**src/rtl/nn_addr_pkg.sv**
```systemverilog
// Packed BRAM layout for the FC inference path: per-layer sizes, region bases and FSM states.
// All bases are elaboration-time constants; layer k+1 weights start right after layer k's bias word.
package nn_addr_pkg;

    localparam int ADDR_W     = 10;
    localparam int NUM_LAYERS = 3;
    localparam int LSEL_W     = (NUM_LAYERS > 1) ? $clog2(NUM_LAYERS) : 1;

    localparam int                IN_COUNT [NUM_LAYERS] = '{784, 20, 20};
    localparam logic [ADDR_W-1:0] X_BASE   [NUM_LAYERS] = '{10'h000, 10'h000, 10'h000};
    localparam logic [ADDR_W-1:0] W_BASE0               = 10'h000;

    function automatic int w_base(input int k);
        int b;
        b = int'(W_BASE0);
        for (int j = 0; j < k; j++) b += IN_COUNT[j] + 1;
        return b;
    endfunction

    function automatic int b_base(input int k);
        return w_base(k) + IN_COUNT[k];
    endfunction

    function automatic int max_in_count();
        int m;
        m = 1;
        for (int j = 0; j < NUM_LAYERS; j++) if (IN_COUNT[j] > m) m = IN_COUNT[j];
        return m;
    endfunction

    localparam int CNT_W = $clog2(max_in_count()) + 1;

    // Legacy fixed addresses, kept for older callers; derived so they can never drift.
    localparam logic [ADDR_W-1:0] WEIGHT_0 = ADDR_W'(w_base(0));
    localparam logic [ADDR_W-1:0] BIAS_0   = ADDR_W'(b_base(0));
    localparam logic [ADDR_W-1:0] WEIGHT_1 = ADDR_W'(w_base(1));
    localparam logic [ADDR_W-1:0] BIAS_1   = ADDR_W'(b_base(1));
    localparam logic [ADDR_W-1:0] WEIGHT_2 = ADDR_W'(w_base(2));
    localparam logic [ADDR_W-1:0] BIAS_2   = ADDR_W'(b_base(2));

    typedef enum logic [2:0] {
        S_IDLE,
        S_WEIGHT,
        S_BIAS,
        S_GAP,
        S_FIN
    } seq_state_t;

endpackage

```
**src/rtl/nn_beat_counter.sv**
```systemverilog
// Loadable up-counter with terminal-count flag; load wins over enable.
// Latency: count visible the cycle after en/load. Backpressure: caller gates en with the transfer.
module nn_beat_counter #(
    parameter int W = 8
) (
    input  logic         clk,
    input  logic         rst_n,
    input  logic         load,
    input  logic [W-1:0] load_val,
    input  logic         en,
    input  logic [W-1:0] term_val,
    output logic [W-1:0] cnt,
    output logic         tc
);

    always_ff @(posedge clk) begin
        if (!rst_n)
            cnt <= '0;
        else if (load)
            cnt <= load_val;
        else if (en)
            cnt <= cnt + 1'b1;
    end

    assign tc = (cnt == term_val);

endmodule

```
**src/rtl/nn_layer_addr_seq.sv**
```systemverilog
// Weight/bias/input BRAM address sequencer for FC layers, optional chaining with drain gap.
// Latency: first beat 1 cycle after Start. Backpressure: beat held stable until Out_ready.
module nn_layer_addr_seq
    import nn_addr_pkg::*;
#(
    parameter int GAP_CYCLES = 4
) (
    input  logic              Clk,
    input  logic              Reset_n,
    input  logic              Start,
    input  logic [LSEL_W-1:0] Layer_sel,
    input  logic              Chain,
    input  logic              Out_ready,
    output logic              Out_valid,
    output logic [ADDR_W-1:0] W_addr,
    output logic [ADDR_W-1:0] X_addr,
    output logic              Is_bias,
    output logic              Last,
    output logic [LSEL_W-1:0] Layer_idx,
    output logic              Busy,
    output logic              Done,
    output logic              Err
);

    localparam int TAB_N = 1 << LSEL_W;
    localparam int GAP_W = (GAP_CYCLES > 1) ? $clog2(GAP_CYCLES) : 1;

    if (b_base(NUM_LAYERS - 1) >= (1 << ADDR_W)) begin : g_addr_chk
        $error("final bias address does not fit in ADDR_W");
    end

    // Constant per-layer tables; unused slots past NUM_LAYERS read as zero.
    logic [ADDR_W-1:0] wb_tab   [TAB_N];
    logic [ADDR_W-1:0] bb_tab   [TAB_N];
    logic [ADDR_W-1:0] xb_tab   [TAB_N];
    logic [CNT_W-1:0]  term_tab [TAB_N];

    for (genvar g = 0; g < TAB_N; g++) begin : g_tab
        if (g < NUM_LAYERS) begin : g_on
            if (IN_COUNT[g] == 0) begin : g_zero_chk
                $error("IN_COUNT of a layer must be non-zero");
            end
            assign wb_tab[g]   = ADDR_W'(w_base(g));
            assign bb_tab[g]   = ADDR_W'(b_base(g));
            assign xb_tab[g]   = X_BASE[g];
            assign term_tab[g] = CNT_W'(IN_COUNT[g] - 1);
        end else begin : g_off
            assign wb_tab[g]   = '0;
            assign bb_tab[g]   = '0;
            assign xb_tab[g]   = '0;
            assign term_tab[g] = '0;
        end
    end

    seq_state_t        state_q, state_d;
    logic [LSEL_W-1:0] layer_q;
    logic              chain_q;
    logic              err_q;
    logic [GAP_W-1:0]  gap_q;
    logic [CNT_W-1:0]  cnt;
    logic              cnt_tc;
    logic              sel_ok, accept, xfer, in_weight, in_bias, is_last, gap_done;

    assign sel_ok    = int'(Layer_sel) < NUM_LAYERS;
    assign accept    = (state_q == S_IDLE) && Start && sel_ok;
    assign in_weight = (state_q == S_WEIGHT);
    assign in_bias   = (state_q == S_BIAS);
    assign xfer      = (in_weight || in_bias) && Out_ready;
    assign is_last   = in_bias && (!chain_q || (layer_q == LSEL_W'(NUM_LAYERS - 1)));
    assign gap_done  = (int'(gap_q) == GAP_CYCLES - 1);

    nn_beat_counter #(.W(CNT_W)) u_cnt (
        .clk      (Clk),
        .rst_n    (Reset_n),
        .load     (accept || (in_bias && xfer)),
        .load_val ('0),
        .en       (in_weight && xfer && !cnt_tc),
        .term_val (term_tab[layer_q]),
        .cnt      (cnt),
        .tc       (cnt_tc)
    );

    always_ff @(posedge Clk) begin
        if (!Reset_n) begin
            state_q <= S_IDLE;
            layer_q <= '0;
            chain_q <= 1'b0;
            err_q   <= 1'b0;
            gap_q   <= '0;
        end else begin
            state_q <= state_d;
            err_q   <= (state_q == S_IDLE) && Start && !sel_ok;
            gap_q   <= (state_q == S_GAP) ? gap_q + 1'b1 : '0;
            if (accept) begin
                layer_q <= Layer_sel;
                chain_q <= Chain;
            end else if (in_bias && xfer && !is_last) begin
                layer_q <= layer_q + 1'b1;
            end
        end
    end

    always_comb begin
        state_d = state_q;
        unique case (state_q)
            S_IDLE:   if (accept) state_d = S_WEIGHT;
            S_WEIGHT: if (xfer && cnt_tc) state_d = S_BIAS;
            S_BIAS: begin
                if (xfer) begin
                    if (is_last)              state_d = S_FIN;
                    else if (GAP_CYCLES == 0) state_d = S_WEIGHT;
                    else                      state_d = S_GAP;
                end
            end
            S_GAP:    if (gap_done) state_d = S_WEIGHT;
            S_FIN:    state_d = S_IDLE;
            default:  state_d = S_IDLE;
        endcase
    end

    assign Out_valid = in_weight || in_bias;
    assign Is_bias   = in_bias;
    assign Last      = is_last;
    assign W_addr    = in_weight ? wb_tab[layer_q] + ADDR_W'(cnt) : (in_bias ? bb_tab[layer_q] : '0);
    assign X_addr    = in_weight ? xb_tab[layer_q] + ADDR_W'(cnt) : '0;
    assign Layer_idx = layer_q;
    assign Busy      = (state_q != S_IDLE) && (state_q != S_FIN);
    assign Done      = (state_q == S_FIN);
    assign Err       = err_q;

endmodule

```
**config.mk**
```make
export PLATFORM = sky130hd
export DESIGN_NAME = nn_layer_addr_seq
export DESIGN_NICKNAME = d
export VERILOG_FILES = /design/src/rtl/nn_addr_pkg.sv /design/src/rtl/nn_beat_counter.sv /design/src/rtl/nn_layer_addr_seq.sv
export SDC_FILE = /design/constraint.sdc
export NUM_CORES = 1
export LEC_CHECK = 0
export CORE_MARGIN = 2
export CORE_UTILIZATION = 43
export DETAILED_ROUTE_END_ITERATION = 10
export GPL_ROUTABILITY_DRIVEN = 0
export PLACE_DENSITY_LB_ADDON = 0.3
export SLEW_MARGIN = 20
export SYNTH_ARGS = -nofsm -noshare
export SYNTH_HDL_FRONTEND = slang
export SYNTH_SLANG_ARGS = --single-unit
```
**constraint.sdc**
```tcl
create_clock -name Clk -period 6.9 [get_ports Clk]
set_input_delay 1.38 -clock Clk [delete_from_list [all_inputs] [get_ports Clk]]
set_output_delay 1.38 -clock Clk [all_outputs]
set_load 0.02 [all_outputs]
```
-- Word-level counts from Yosys, hierarchy flattened
Index checks and enable logic that the tools add are counted.
- memories: 0
- flip-flop bits (word level): 20
- input port bits: 7
- latch bits: 0
- RAM bits: 0
- output and inout port bits: 28
- memory bits (read-only): 0
- word-level logic and storage cells: 74
- reduce and logical (&&, ||, !) cells: 24
- mux-type cells: 23
- multiply operators: 0
- div/mod/pow operators: 0
- bitwise operators: 2
- equal/unequal tests: 12
- shifts and indexed selects: 0
- order comparisons: 2
- add/subtract/negate cells: 5
- operators with widths (cell ; number):
    $mux 10 ; 9
    $bmux 10 s2 ; 3
    $bmux 11 s2 ; 1
    $mux 11 ; 2
    $add 10x10->10 ; 2
    $mux 3 ; 5
    $pmux 3 s4 ; 1
    $add 11x1->11 const B ; 1
    $eq 11x11->1 ; 1
    $logic_and 1x1->1 ; 11
    $eq 3x2->1 const B ; 2
    $ne 2x2->1 const B ; 3
    $add 2x1->2 const B ; 2
    $logic_not 1->1 ; 4
    $mux 2 ; 2
    $reduce_and 4->1 ; 1
    $eq 3x1->1 const B ; 1
    $eq 3x3->1 const B ; 1
    $ge 3x3->1 const B ; 1
    $logic_not 3->1 ; 1
    $logic_or 1x1->1 ; 3
    $ne 3x3->1 const B ; 1
    $not 2->3 ; 1
    $reduce_bool 3->1 ; 1
    8 further kinds ; 8

-- Longest topological paths before layout
Gate-level depths: netlist of the first run.
- word-level depth: 8
- mapped depth: 10
- gate-level depth less buffers: 9

-- By module
Synthesis of the first run repeated with hierarchy kept, for this count alone.
- cell total of the unflattened synthesis: 251
- area, all modules: 1951.9 sq um
- by module, submodules not included (module ; cells each ; area each (sq um) ; sequential area each (sq um) ; times used):
    nn_layer_addr_seq ; 158 ; 1177.4 ; 180.2 ; 1
    nn_beat_counter ; 93 ; 774.5 ; 220.2 ; 1

-- Worst setup path before layout of the first run
No wires, ideal clock.
- path type: reg2out
- start: register layer_q[0] (netlist: Layer_idx[0])
- end: output W_addr[6]
- arrival time: 2.478 ns
- path buffers: 1
- data required time: 5.520 ns
- path slack: 3.042 ns
- stages on the path, launching flop included: 11
- cells stage by stage: dfxtp_1 -> inv_1 -> ha_1 -> clkbuf_1 -> xor2_1 -> ha_1 -> o21a_1 -> o221ai_1 -> o21ai_0 -> xnor2_1 -> nor2_1
- cells in the longest elaborated chain, start to end: 6
- elaborated cells on any way between the ends: 10
- classes of those cells: add/sub (1); mux (8); bitwise (1)
- ends and longest elaborated chain (what ; RTL line ; text):
    start, declared ; nn_layer_addr_seq.sv:56 ; logic [LSEL_W-1:0] layer_q;
    start signal, assigned ; nn_layer_addr_seq.sv:95 ; layer_q <= Layer_sel;
    start signal, assigned ; nn_layer_addr_seq.sv:98 ; layer_q <= layer_q + 1'b1;
    $not 2->3 (not written as such) (*) ; nn_layer_addr_seq.sv:124 ; assign W_addr = in_weight ? wb_tab[layer_q] + ADDR_W'(cnt) : (in_bias ? bb_tab[layer_q] : '0);
    $bmux 10 s2 ; nn_layer_addr_seq.sv:124 ;
    $mux 10 (not written as such) (2 in a row) ; nn_layer_addr_seq.sv:124 ;
    $add 10x10->10 or $mux 10 (tied branches) ; nn_layer_addr_seq.sv:124 ;
    $mux 10 (*) ; nn_layer_addr_seq.sv:124 ;
    end, declared ; nn_layer_addr_seq.sv:15 ; output logic [ADDR_W-1:0] W_addr,
Mark *: on every way between the ends. The rest lies on a longest branch, timed or not. The select of a mux whose other input is x is not followed.

-- Final worst setup path of the first run
- start: register layer_q[0] (netlist: Layer_idx[0])
- end: output W_addr[8]
Same word-level chain as after synthesis.

==> out/metrics.yaml, run 1 <==
synthesis:
  async_flop_share_pct: 0
  synth.avg_cell_area_sq_um: 7.62
  ys_warn_count: 0
  synth_top_area_share_pct: 22.6
  syn_nets: 249
  synthDistinctLibCells: 56
  synth-seq-cells: 20
  synth-edff-count: 0
  synthFlopType: "dfxtp_1"
  synth_common_cells: "24 x nand2_1, 23 x nor2_1, 20 x dfxtp_1, 14 x xnor2_1, 13 x nand3_1"
  yosysTopAreaCell: "dfxtp_1"
  ys_seq_area_share_pct: 22.6
  synth_area_leaders: "dfxtp_1 23%, ha_1 7.1%, xnor2_1 6.9%"
  netlist_area_sq_mm: 0.00177
  synthCells: 232
  synth.most_common_cell: "nand2_1"
pwr:
  leakage_nw: 0.811
  p_sw_uw: 121
  clock_power_share_pct: 25.9
  seqPwrFrac_pct: 37.5
  combPwrFrac_pct: 36.6
  intPower_uw: 224
  p_sw_share_pct: 35.0
  power_density_mw_per_mm2: 159
  irDropWorstVdd_v: 0.0000985
layout:
  fillCellCount: 395
  register_area_sq_um: 400
  final_core_util_pct: 54.6
  area_delta_synth_final_pct: 22.7
  final_nets: 275
  multi_input_area_sq_mm: 0.00127
  fin_area_sq_mm: 0.00217
  antenna_cells: 0
  drive_above_1_share_pct: 5.84
die:
  io_pins: 35
  fp.dieH_um: 68.1
  core_area_sq_mm: 0.00397
  dieArea_sq_mm: 0.00464
  rows: 23
  start_util_pct: 44.5
  die_w_um: 68.1
routing:
  initialDrtViolationCount: 141
  drc: 0
  drtAntennaViolNets: 0
  drtPass1Iterations: 4
  wl_um: 4100
  wl_per_cell_um: 13.3
  num_vias: 1699
  viasPerCell: 5.53
critical_path:
  crit_chain: "inv_1, ha_1, xor2_1, ha_1, a21boi_0, o221ai_1, o2111a_1, or3_1, clkdlybuf4s50_1"
  crit_slowest_cell: "clkdlybuf4s50_1"
  end_kind: "output pin"
  critical-path-max-stage-delay_ns: 0.55
  path_common_cell: "ha_1"
  cp_max_fo: 11
  required_ns: 5.52
  path_class: "flop to output pin"
  start_kind: "flop"
  critPathArrivalTime_ns: 3.22
global_routing:
  grt_max_degree: 20
  grt_pass1_wl_um: 6840
  grt-ovfl-total: 0
  grt_pass1_vias: 1479
  grtUsageTotal_pct: 18.9
  antenna_found_initial: 0
outcome:
  status: "complete, no violations"
sta:
  max-slew-margin-rel_pct: 64.1
  max_clock_freq_ghz: 0.218
  grt_setup_unrepaired: "false"
  drv_slew: 0
  min_period_ns: 4.60
  worst_pin_slew_ns: 0.538
  timing.setup.tns_ns: 0
  fin_crit_sh_pct: 66.6
  finalClockSkew_ns: 0.00539
  fin_ws_ns: 2.30
  setup_viol: 0
  hold_viol_final: 0
  holdWs_ns: 0.427
clock_tree:
  cts_resized: 0
  numCtsBuffers: 3
  cts_tree: "built"
  cts_max_level: 1
  cts_root_buf: "clkbuf_8"
  worstSkewPairLatency_ns: 0.26
  post-cts-setup-buffers: 0
  hold_buffers: 0
  clk_pin_slew_ns: 0.07
  cts_sinks: 20
  cts_buffer_depth: 2
place:
  place_area_sq_mm: 0.00211
  dpl.hpwl_um: 3070
  pre_cts_slack_ns: 2.61
  port_buffers: 34
job:
  cap_violations: 0
worst_hold_path:
  hold_path_class: "flop to flop"
## critical path, delay by kind of cell, from the launching register on
kind / cells / cell delay, ns
AOI/OAI and AO/OA: 3 / 0.73
buffers and inverters: 2 / 0.67
adders and majority gates: 2 / 0.56
xor gates and xnor gates: 1 / 0.21
DFF: 1 / 0.45
and+or+nand+nor: 1 / 0.34
## power by group through the flow
stage               Sequential (mW)  Combinational (mW)  Clock, mW
detailed placement            0.132               0.125          0
floorplan                     0.127              0.0875          0
global placement              0.131               0.126          0
CTS                           0.129               0.126     0.0915
finish                        0.129               0.126     0.0890
global route                  0.130               0.138     0.0971
## registers in the layout, summed over array words and instances (netlist names)
name and flops:
Err 1, state_q 3, Layer_idx 2, chain_q 1, u_cnt.cnt 11, gap_q 2
## placed cells by master, fill, tap and decap left out, types with 4 or more instances in the layout
cell | netlist | layout
inv_1 | 7 | 7
o21ai_0 | 10 | 10
xnor2_1 | 14 | 14
and2_1 | 11 | 11
nand2_1 | 24 | 24
nand4_1 | 4 | 4
nor2_1 | 23 | 23
dfxtp_1 | 20 | 20
clkbuf_8 | 0 | 4
a211oi_1 | 5 | 5
xor2_1 | 7 | 7
nand3_1 | 13 | 13
ha_1 | 10 | 10
clkdlybuf4s50_1 | 0 | 34
a21oi_1 | 8 | 8
nor2b_1 | 4 | 4
## through the flow
step	power, mW	cells
3_3_place_gp	0.257	303
4_1_cts	0.346	307
5_1_grt	0.365	307
2_1_floorplan	0.215	232
6_report	0.344	307
3_5_place_dp	0.257	303
## worst paths after layout
kind / endpoint / startpoint / cells past startpoint / slack (ns)
worst min register to register: gap_q[0] / gap_q[0] / 1 / 0.43
worst min-delay path: gap_q[0] / gap_q[0] / 1 / 0.43
worst max register to register: state_q[1] / Layer_idx[0] / 6 / 4.39
worst max-delay path: W_addr[8] / Layer_idx[0] / 9 / 2.30
## area by class of cell
| class | instances | area share (%) |
|---|---|---|
| multi-input cells | 190 | 58.7 |
| flip-flops and latches | 20 | 18.5 |
| well taps | 50 | 2.88 |
| repair buffers | 35 | 16.0 |
| inverters | 8 | 1.38 |
| clock buffers | 4 | 2.54 |
## logic make-up (layout without fill, tap and decap cells)
family / count (synthesis) / in the layout / synth area share (%)
multiplexers: 4 / 4 / 2.34
buffers and inverters: 22 / 47 / 5.31
AND/OR/NAND/NOR: 104 / 104 / 30.9
XOR/XNOR: 21 / 21 / 10.4
adder cells (fa/ha/maj): 10 / 10 / 7.08
AO/OA/AOI/OAI: 51 / 51 / 21.4
flip-flops: 20 / 20 / 22.6
## layer usage
metal	global-route usage (%)	wire length, um
met5	0	0
met4	4.50	29
met3	2.47	88
met2	31.3	1930
met1	26.0	2050
Power figures use the tool's default switching activity.
==> run 2, diff against run 1 <==
- clock period: 6.9 -> 4.7 ns (I/O delays scaled with it)
==> run 2 against run 1 <==
Effect of this change:
- power is 60% higher
- cell count did not move
- via count rose by 1.7%
- combinational power is 46% higher
- sequential power is 47% higher
- largest power group unchanged
- sequential cell count did not move
- critical endpoint unchanged
- hold slack lost 0.0029 ns
- clock power grew 98%
==> out/metrics.yaml, run 2 (synthesis results as in run 1) <==
routing:
  initialDrtViolationCount: 116
  wl_per_cell_um: 13.5
  wl_um: 4130
  drc: 0
  drtPass1Iterations: 4
  viasPerCell: 5.63
  num_vias: 1728
  drtAntennaViolNets: 0
die:
  dieArea_sq_mm: 0.00464
  die_w_um: 68.1
  start_util_pct: 44.5
  rows: 23
  fp.dieH_um: 68.1
  io_pins: 35
  core_area_sq_mm: 0.00397
sta:
  max-slew-margin-rel_pct: 58.9
  min_period_ns: 4.13
  grt_setup_unrepaired: "false"
  finalClockSkew_ns: 0.00719
  fin_crit_sh_pct: 87.9
  drv_slew: 0
  fin_ws_ns: 0.570
  timing.setup.tns_ns: 0
  holdWs_ns: 0.425
  setup_viol: 0
  hold_viol_final: 0
  worst_pin_slew_ns: 0.614
  max_clock_freq_ghz: 0.242
layout:
  reg_top3: "u_cnt.cnt (11), state_q (3)"
  regMostFlops: "u_cnt.cnt"
  mostFrequentLayoutCell: "clkdlybuf4s50_1"
  fin_area_sq_mm: 0.00219
  area_delta_synth_final_pct: 23.6
  antenna_cells: 0
  largest_reg_flops: 11
  drive_above_1_share_pct: 5.84
  final_nets: 275
  most-common-layout-cells: "34 x clkdlybuf4s50_1, 24 x nand2_1, 23 x nor2_1, 20 x dfxtp_1, 14 x xnor2_1"
global_routing:
  grt_max_degree: 16
  grt_util_met1_pct: 25.1
  grtUsageMet2_pct: 32.9
  grtUsageTotal_pct: 19.2
  antenna_found_initial: 0
  grt_pass1_wl_um: 6840
  use_met3_pct: 2.96
  grt_pass1_vias: 1514
  grt-ovfl-total: 0
  busiest_layer: "met2"
clock_tree:
  cts_max_level: 1
  worstSkewPairLatency_ns: 0.27
  cts_buffer_depth: 2
  hold_buffers: 0
  post-cts-setup-buffers: 0
  numCtsBuffers: 3
  cts_tree: "built"
  cts_sinks: 20
  clk_pin_slew_ns: 0.08
  cts_resized: 0
  cts_root_buf: "clkbuf_8"
critical_path:
  critical-path-max-stage-delay_ns: 0.54
  critPathArrivalTime_ns: 3.19
  required_ns: 3.76
  path_class: "flop to output pin"
  crit_slowest_cell: "clkdlybuf4s50_1"
  path_common_cell: "ha_1"
  start_kind: "flop"
  crit_chain: "inv_1, ha_1, xor2_1, ha_1, a21boi_0, o221ai_1, o2111a_1, or3_1, clkdlybuf4s50_1"
  cp_max_fo: 11
  end_kind: "output pin"
place:
  place_area_sq_mm: 0.00211
  dpl.hpwl_um: 3140
  pre_cts_slack_ns: 0.863
  port_buffers: 34
worst_hold_path:
  hold_path_class: "flop to flop"
pwr:
  irDropWorstVdd_v: 0.000173
  power_density_mw_per_mm2: 252
  power.total_uw: 550
  leakage_nw: 0.818
job:
  cap_violations: 0
outcome:
  status: "complete, no violations"
[run 2: changes by cell type in the layout (fill, tap and decap cells not counted)]
cell       delta
clkbuf_8      -1
bufinv_16     +1
[run 2: critical path: cells and delay by family, from the launching register on]
family	cells	cell delay (ns)
AO/OA/AOI/OAI	3	0.71
buffers and inverters	2	0.66
adder cells (fa/ha/maj)	2	0.56
flip-flops	1	0.45
AND/OR/NAND/NOR	1	0.35
XOR/XNOR	1	0.19
[run 2: where the power goes]
group | internal [mW] | switching (mW)
logic | 0.0776 | 0.107
clock network | 0.114 | 0.0622
registers | 0.176 | 0.0134
[run 2: stage by stage]
step,cells,util (%)
6_report,307,55.0
2_1_floorplan,232,-
4_1_cts,307,55.0
3_3_place_gp,303,53.2
3_5_place_dp,303,53.2
5_1_grt,307,55.0
[run 2: final timing paths]
kind | cells after the start | startpoint | slack (ns) | to
min | 1 | gap_q[0] | 0.42 | gap_q[0]
max reg2reg | 6 | Layer_idx[0] | 2.17 | state_q[1]
max | 9 | Layer_idx[0] | 0.57 | W_addr[8]
min reg2reg | 1 | gap_q[0] | 0.42 | gap_q[0]
[run 2: per-layer routing]
metal  vias to the layer above  part of all wire (%)
met5                         -                     0
met4                         0                  0.97
met3                         5                   4.6
met2                        46                    47
met1                       806                    47
li1                        871                     -
[run 2: layout make-up]
| cell class | count | area (sq um) |
|---|---|---|
| repair buffers | 35 | 348 |
| clock inverters | 1 | 30.0 |
| fillers | 391 | 1790 |
| multi-input cells | 190 | 1270 |
| inverters | 8 | 30.0 |
| flip-flops and latches | 20 | 400 |
| clock buffers | 3 | 41.3 |
| well taps | 50 | 62.6 |
==> RTL edit 1 (flow settings as in run 2) <==
Set the package constant `ADDR_W` to 11 (it was 10).
--- a/src/rtl/nn_addr_pkg.sv
+++ b/src/rtl/nn_addr_pkg.sv
@@ -4,3 +4,3 @@
 
-    localparam int ADDR_W     = 10;
+    localparam int ADDR_W     = 11;
     localparam int NUM_LAYERS = 3;
Ports: changed (resized W_addr and X_addr); port bits go from 35 to 37. The function was not compared with the original's and may differ.
==> RTL edit 1 against run 2 <==
  * Fmax fell by 6.4%
  * Design area rose by 0.34%
  * Routed wire length rose by 0.63%
  * Die area rose by 3.0%
  * Clock skew fell by 0.0017 ns
  * Final cell count did not move
  * Count of clock-buffer cells in the layout rose by 1
  * Sequential cell count did not move
  * Area after synthesis rose by 3.2%
  * Sequential share of layout area fell by 0.063 points
  * Worst setup slack got worse by 0.28 ns
  * Critical path depth fell by 1
  * Critical endpoint is now W_addr[9]
Power is not compared: it rests on default switching activity, and its combinational part moved more than twofold at a synthesized area within 25%.
==> RTL edit 1: results (changes against run 2) <==
| Metric | Value |
|---|---|
| Status | finished clean |
| First-pass GRT wire length | 7040 um (+2.8%) |
| Filler cell count | 393 (+0.51%) |
| Met2 usage | 29.6% (-3.3 points) |
| Post-CTS repair timing setup buffer count | 0 (unchanged) |
| Top cell types by occurrence after synthesis | nor2_1, dfxtp_1, nand2_1, xnor2_1 |
| Min-delay src | gap_q[0]$_SDFF_PN0_ |
| Initial DRC Count | 88 (-24%) |
| Crit Path Max Fanout | 12 (+1) |
| Ant diodes | 0 (unchanged) |
| Routing usage on met3 | 2.63% (-0.33 points) |
| Worst vdd ir | 242 uV |
| Total Nets Final | 276 (+0.36%) |
| WHS Path Cells | 1 (unchanged) |
| WP data arrival | 3.47 ns (+0.28 ns) |
| Final hold slack | 0.435 ns (+0.0105 ns) |
| Buffers on Ports | 36 (+5.9%) |
| Register area share after synthesis | 21.9% (-0.70 points) |
| Vias in the first global route | 1554 (+2.6%) |
| Hpwl dp | 3120 um (-0.42%) |
| Post-DP Area | 2140 um2 (+1.1%) |
| Layout cells sized above 1 | 7.00% (+1.2 points) |
| Via Count | 1739 (+0.64%) |
| Reg2Reg Setup Slack | 2.39 ns (+0.22 ns) |
| Met1 Use GR | 22.4% (-2.8 points) |
| Largest net degree at the start of global routing | 21 (+5) |
| Worst slew margin | 38.4% (-20 points) |
| Clock buffer depth | 2 (unchanged) |
| Detail-routed net length per standard cell | 13.5 um (+0.63%) |
| Setup Skew | 0.00552 ns (-0.00167 ns) |
| HP Class | reg2reg |
| Root buffer cell | clkbuf_8 |
| Tot GR Track Use | 17.5% (-1.8 points) |
| Top cells by area, synth | dfxtp_1, ha_1, xnor2_1, nor2_1, xor2_1 |
| RR Endpoint | state_q[2]$_SDFFE_PN0P_ |
-- RTL edit 1: cell count changes after synthesis, sizes merged, moves of 3 or more --
cell,run 2,this run
nand2,24,17
inv,7,12
nand4,4,0
nor2,23,26
nor2b,4,1
-- RTL edit 1: kinds of logic (layout without fill, tap and decap cells) --
family | after synthesis | after routing | synth area share, %
XOR/XNOR | 22 | 22 | 10.6
flip-flops | 20 | 20 | 21.9
AND/OR/NAND/NOR | 95 | 95 | 28.2
adder cells (fa/ha/maj) | 11 | 11 | 7.54
multiplexers | 4 | 4 | 2.19
AO/OA/AOI/OAI | 53 | 53 | 21.1
buffers and inverters | 26 | 52 | 8.44
-- RTL edit 1: layer usage --
metal	vias up	part of all wire, %
li1	866	-
met1	814	46
met2	52	49
met3	7	4.0
met4	0	1.5
met5	-	0
-- RTL edit 1: power groups by stage --
stage                     clock, mW  combinational, mW  sequential [mW]
final                         0.132              0.446            0.215
after global routing          0.142              0.489            0.219
after CTS                     0.136              0.447            0.215
after detailed placement          0              0.444            0.219
after global placement            0              0.443            0.218
after floorplan                   0              0.313            0.209
-- RTL edit 1: cell type report --
cell class	instances	share of cell area [%]
inverter	12	2.05
sequential	20	18.3
multi-input combinational	185	57.9
tap	50	2.85
timing repair buffer	36	16.4
clock buffer	4	2.51
-- RTL edit 1: metrics by stage --
| stage | cells | utilization, % | power (mW) | worst slack (ns) |
|---|---|---|---|---|
| finish | 307 | 54.4 | 0.794 | 0.290 |
| global route | 307 | 54.4 | 0.851 | 0.0756 |
| CTS | 307 | 54.4 | 0.798 | 0.301 |
| detailed placement | 303 | 53.1 | 0.664 | 0.613 |
| global placement | 303 | 53.1 | 0.661 | 0.721 |
| floorplan | 231 | - | 0.523 | 1.19 |
-- RTL edit 1: worst max-delay path by stage --
stage	from	depth (start not counted)	to
6_report	Layer_idx[0]$_SDFFE_PN0P_	8	W_addr[9]
3_3_place_gp	Layer_idx[0]$_SDFFE_PN0P_	8	W_addr[9]
2_1_floorplan	Layer_idx[0]$_SDFFE_PN0P_	10	W_addr[10]
4_1_cts	Layer_idx[0]$_SDFFE_PN0P_	8	W_addr[9]
5_1_grt	Layer_idx[0]$_SDFFE_PN0P_	10	W_addr[10]
3_5_place_dp	Layer_idx[0]$_SDFFE_PN0P_	10	W_addr[10]
-- RTL edit 1: worst max-delay path, stage by stage, from the launching register on --
cell and delay (ns):
dfxtp_1 0.37, inv_1 0.12, ha_1 0.45, or3b_2 0.48, a21boi_0 0.40, o2111ai_1 0.21, and3_1 0.21, o32ai_1 0.30
clkdlybuf4s50_1 0.67
==> RTL edit 2 (config.mk and constraints of run 2) <==
Without the edit above. Re-encode `seq_state_t` (5 states) as Gray code, 3 bits wide.
--- a/src/rtl/nn_addr_pkg.sv
+++ b/src/rtl/nn_addr_pkg.sv
@@ -41,7 +41,7 @@
     typedef enum logic [2:0] {
-        S_IDLE,
-        S_WEIGHT,
-        S_BIAS,
-        S_GAP,
-        S_FIN
+        S_IDLE   = 3'b000,
+        S_WEIGHT = 3'b001,
+        S_BIAS   = 3'b011,
+        S_GAP    = 3'b010,
+        S_FIN    = 3'b110
     } seq_state_t;
Check against the original RTL: no difference found for any inputs over 10 cycles, from zero or initial values and one cycle with Reset_n low; not proved beyond that.
==> RTL edit 2 against run 2 <==
  * Routed wire length increased by 1.5%
  * Non-clock buffer count decreased by 1
  * Sequential cell count unchanged
  * Worst setup slack got worse by 0.089 ns
  * Area after synthesis decreased by 3.3%
  * Design area decreased by 5.2%
  * Critical path depth increased by 1
  * Synthesized cell count decreased by 3.9%
  * Highest routed layer unchanged
Power is not compared: it rests on default switching activity, and its combinational part moved more than twofold at a synthesized area within 25%.
==> RTL edit 2: results (changes against run 2) <==
| Metric | Value |
|---|---|
| Status | finished clean |
| Initial DRC Count | 124 (+6.9%) |
| First-pass GRT wire length | 7320 um (+7.0%) |
| Reg2Reg Setup Slack | 2.19 ns (+0.02 ns) |
| XOR/XNOR Fraction of Synth Area | 8.19% (-2.2 points) |
| Detail-routed net length per standard cell | 14.3 um (+5.9%) |
| Synth Area in Compound Gates | 18.1% (-3.2 points) |
| Worst r2r path cells | 7 (+1) |
| Tot GR Track Use | 20.9% (+1.7 points) |
| Dpl cells | 290 (-4.3%) |
| Hpwl dp | 3130 um (about the same) |
| Mux cell area share after synthesis | 2.34% (+0.0054 points) |
| Total Nets Final | 264 (-4.0%) |
| Post-CTS repair timing setup buffer count | 0 (unchanged) |
| Top cell types by occurrence after synthesis | nand2_1, dfxtp_1, a21oi_1, and3_1, nor2_1 |
| Largest net degree at the start of global routing | 23 (+7) |
| Top cells by area, synth | dfxtp_1, ha_1, and3_1, xnor2_1, nand2_1 |
| RR Endpoint | u_cnt.cnt[5]$_SDFFE_PP0P_ |
| Count of cell types in the netlist | 46 (-18%) |
| Post-Synth Adder-Cell Area | 7.32% (+0.24 points) |
| Syn Nets | 240 (-3.6%) |
| Cells after Synth | 223 (-3.9%) |
| Crit Path Max Fanout | 14 (+3) |
| WP data arrival | 3.28 ns (+0.09 ns) |
| Worst slew margin | 48.8% (-10 points) |
| Register area share after synthesis | 23.4% (+0.76 points) |
| Vias in the first global route | 1508 (-0.40%) |
| Post-Layout Cell Count | 294 (-4.2%) |
| Setup Skew | 0.00768 ns (+0.000485 ns) |
| Layout cells sized above 1 | 3.25% (-2.6 points) |
## RTL edit 2: cell count changes after synthesis, moves of 4 or more
| cell | change |
|---|---|
| a21oi_1 | +8 |
| nand4_1 | -4 |
| or4_1 | +7 |
| and3_1 | +13 |
| nor2_1 | -7 |
| o31ai_1 | +5 |
| o21ai_0 | -6 |
| and2_1 | -9 |
## RTL edit 2: how the worst min path moves through the flow
stage / start / end / slack, ns / cells after the start
finish: gap_q[0]$_SDFF_PN0_ / gap_q[0]$_SDFF_PN0_ / 0.44 / 1
global route: gap_q[0]$_SDFF_PN0_ / gap_q[0]$_SDFF_PN0_ / 0.47 / 1
CTS: gap_q[0]$_SDFF_PN0_ / gap_q[0]$_SDFF_PN0_ / 0.44 / 1
detailed placement: gap_q[0]$_SDFF_PN0_ / gap_q[0]$_SDFF_PN0_ / 0.43 / 1
global placement: gap_q[0]$_SDFF_PN0_ / gap_q[0]$_SDFF_PN0_ / 0.42 / 1
floorplan: gap_q[0]$_SDFF_PN0_ / gap_q[0]$_SDFF_PN0_ / 0.40 / 1
## RTL edit 2: cells by family after synthesis
group	count (synthesis)
and+or+nand+nor	102
AOI/OAI and AO/OA	47
buffers and inverters	24
DFF	20
xor gates and xnor gates	16
adders and majority gates	10
muxes	4
## RTL edit 2: per-stage QoR
| step | hold slack [ns] | worst slack, ns | total power [mW] |
|---|---|---|---|
| 2_1_floorplan | 0.405 | 1.10 | 0.233 |
| 3_3_place_gp | 0.424 | 0.837 | 0.256 |
| 3_5_place_dp | 0.433 | 0.786 | 0.256 |
| 4_1_cts | 0.444 | 0.487 | 0.388 |
| 5_1_grt | 0.466 | 0.167 | 0.403 |
| 6_report | 0.443 | 0.482 | 0.384 |
## RTL edit 2: final cells by class
| type | instances | area, um2 |
|---|---|---|
| Timing Repair Buffer | 34 | 340 |
| Tap cell | 48 | 60.1 |
| Clock buffer | 4 | 55.1 |
| Inverter | 9 | 33.8 |
| Multi-Input combinational cell | 179 | 1180 |
| Fill cell | 376 | 1670 |
| Sequential cell | 20 | 400 |
## RTL edit 2: critical path: cells and delay by family (launching register included)
kind	cells	cell delay, ns
simple gates	2	0.39
fa+ha+maj	2	0.64
buf+inv	2	0.74
flops	1	0.46
compound gates	3	0.56
xor+xnor	1	0.21
## RTL edit 2: layer usage
layer | track usage, % | vias to the layer above | share of wire, %
met3 | 3.21 | 7 | 4.1
li1 | - | 856 | -
met2 | 32.7 | 30 | 45
met5 | 0 | - | 0
met4 | 6.12 | 0 | 1.1
met1 | 29.4 | 800 | 49
## RTL edit 2: report_power, final
part           switching [mW]  internal, mW  leakage [nW]  total [mW]
clock                  0.0573        0.0746        0.0288       0.132
combinational          0.0437        0.0312         0.580      0.0748
sequential            0.00514         0.172         0.162       0.178
total                   0.106         0.278         0.770       0.384
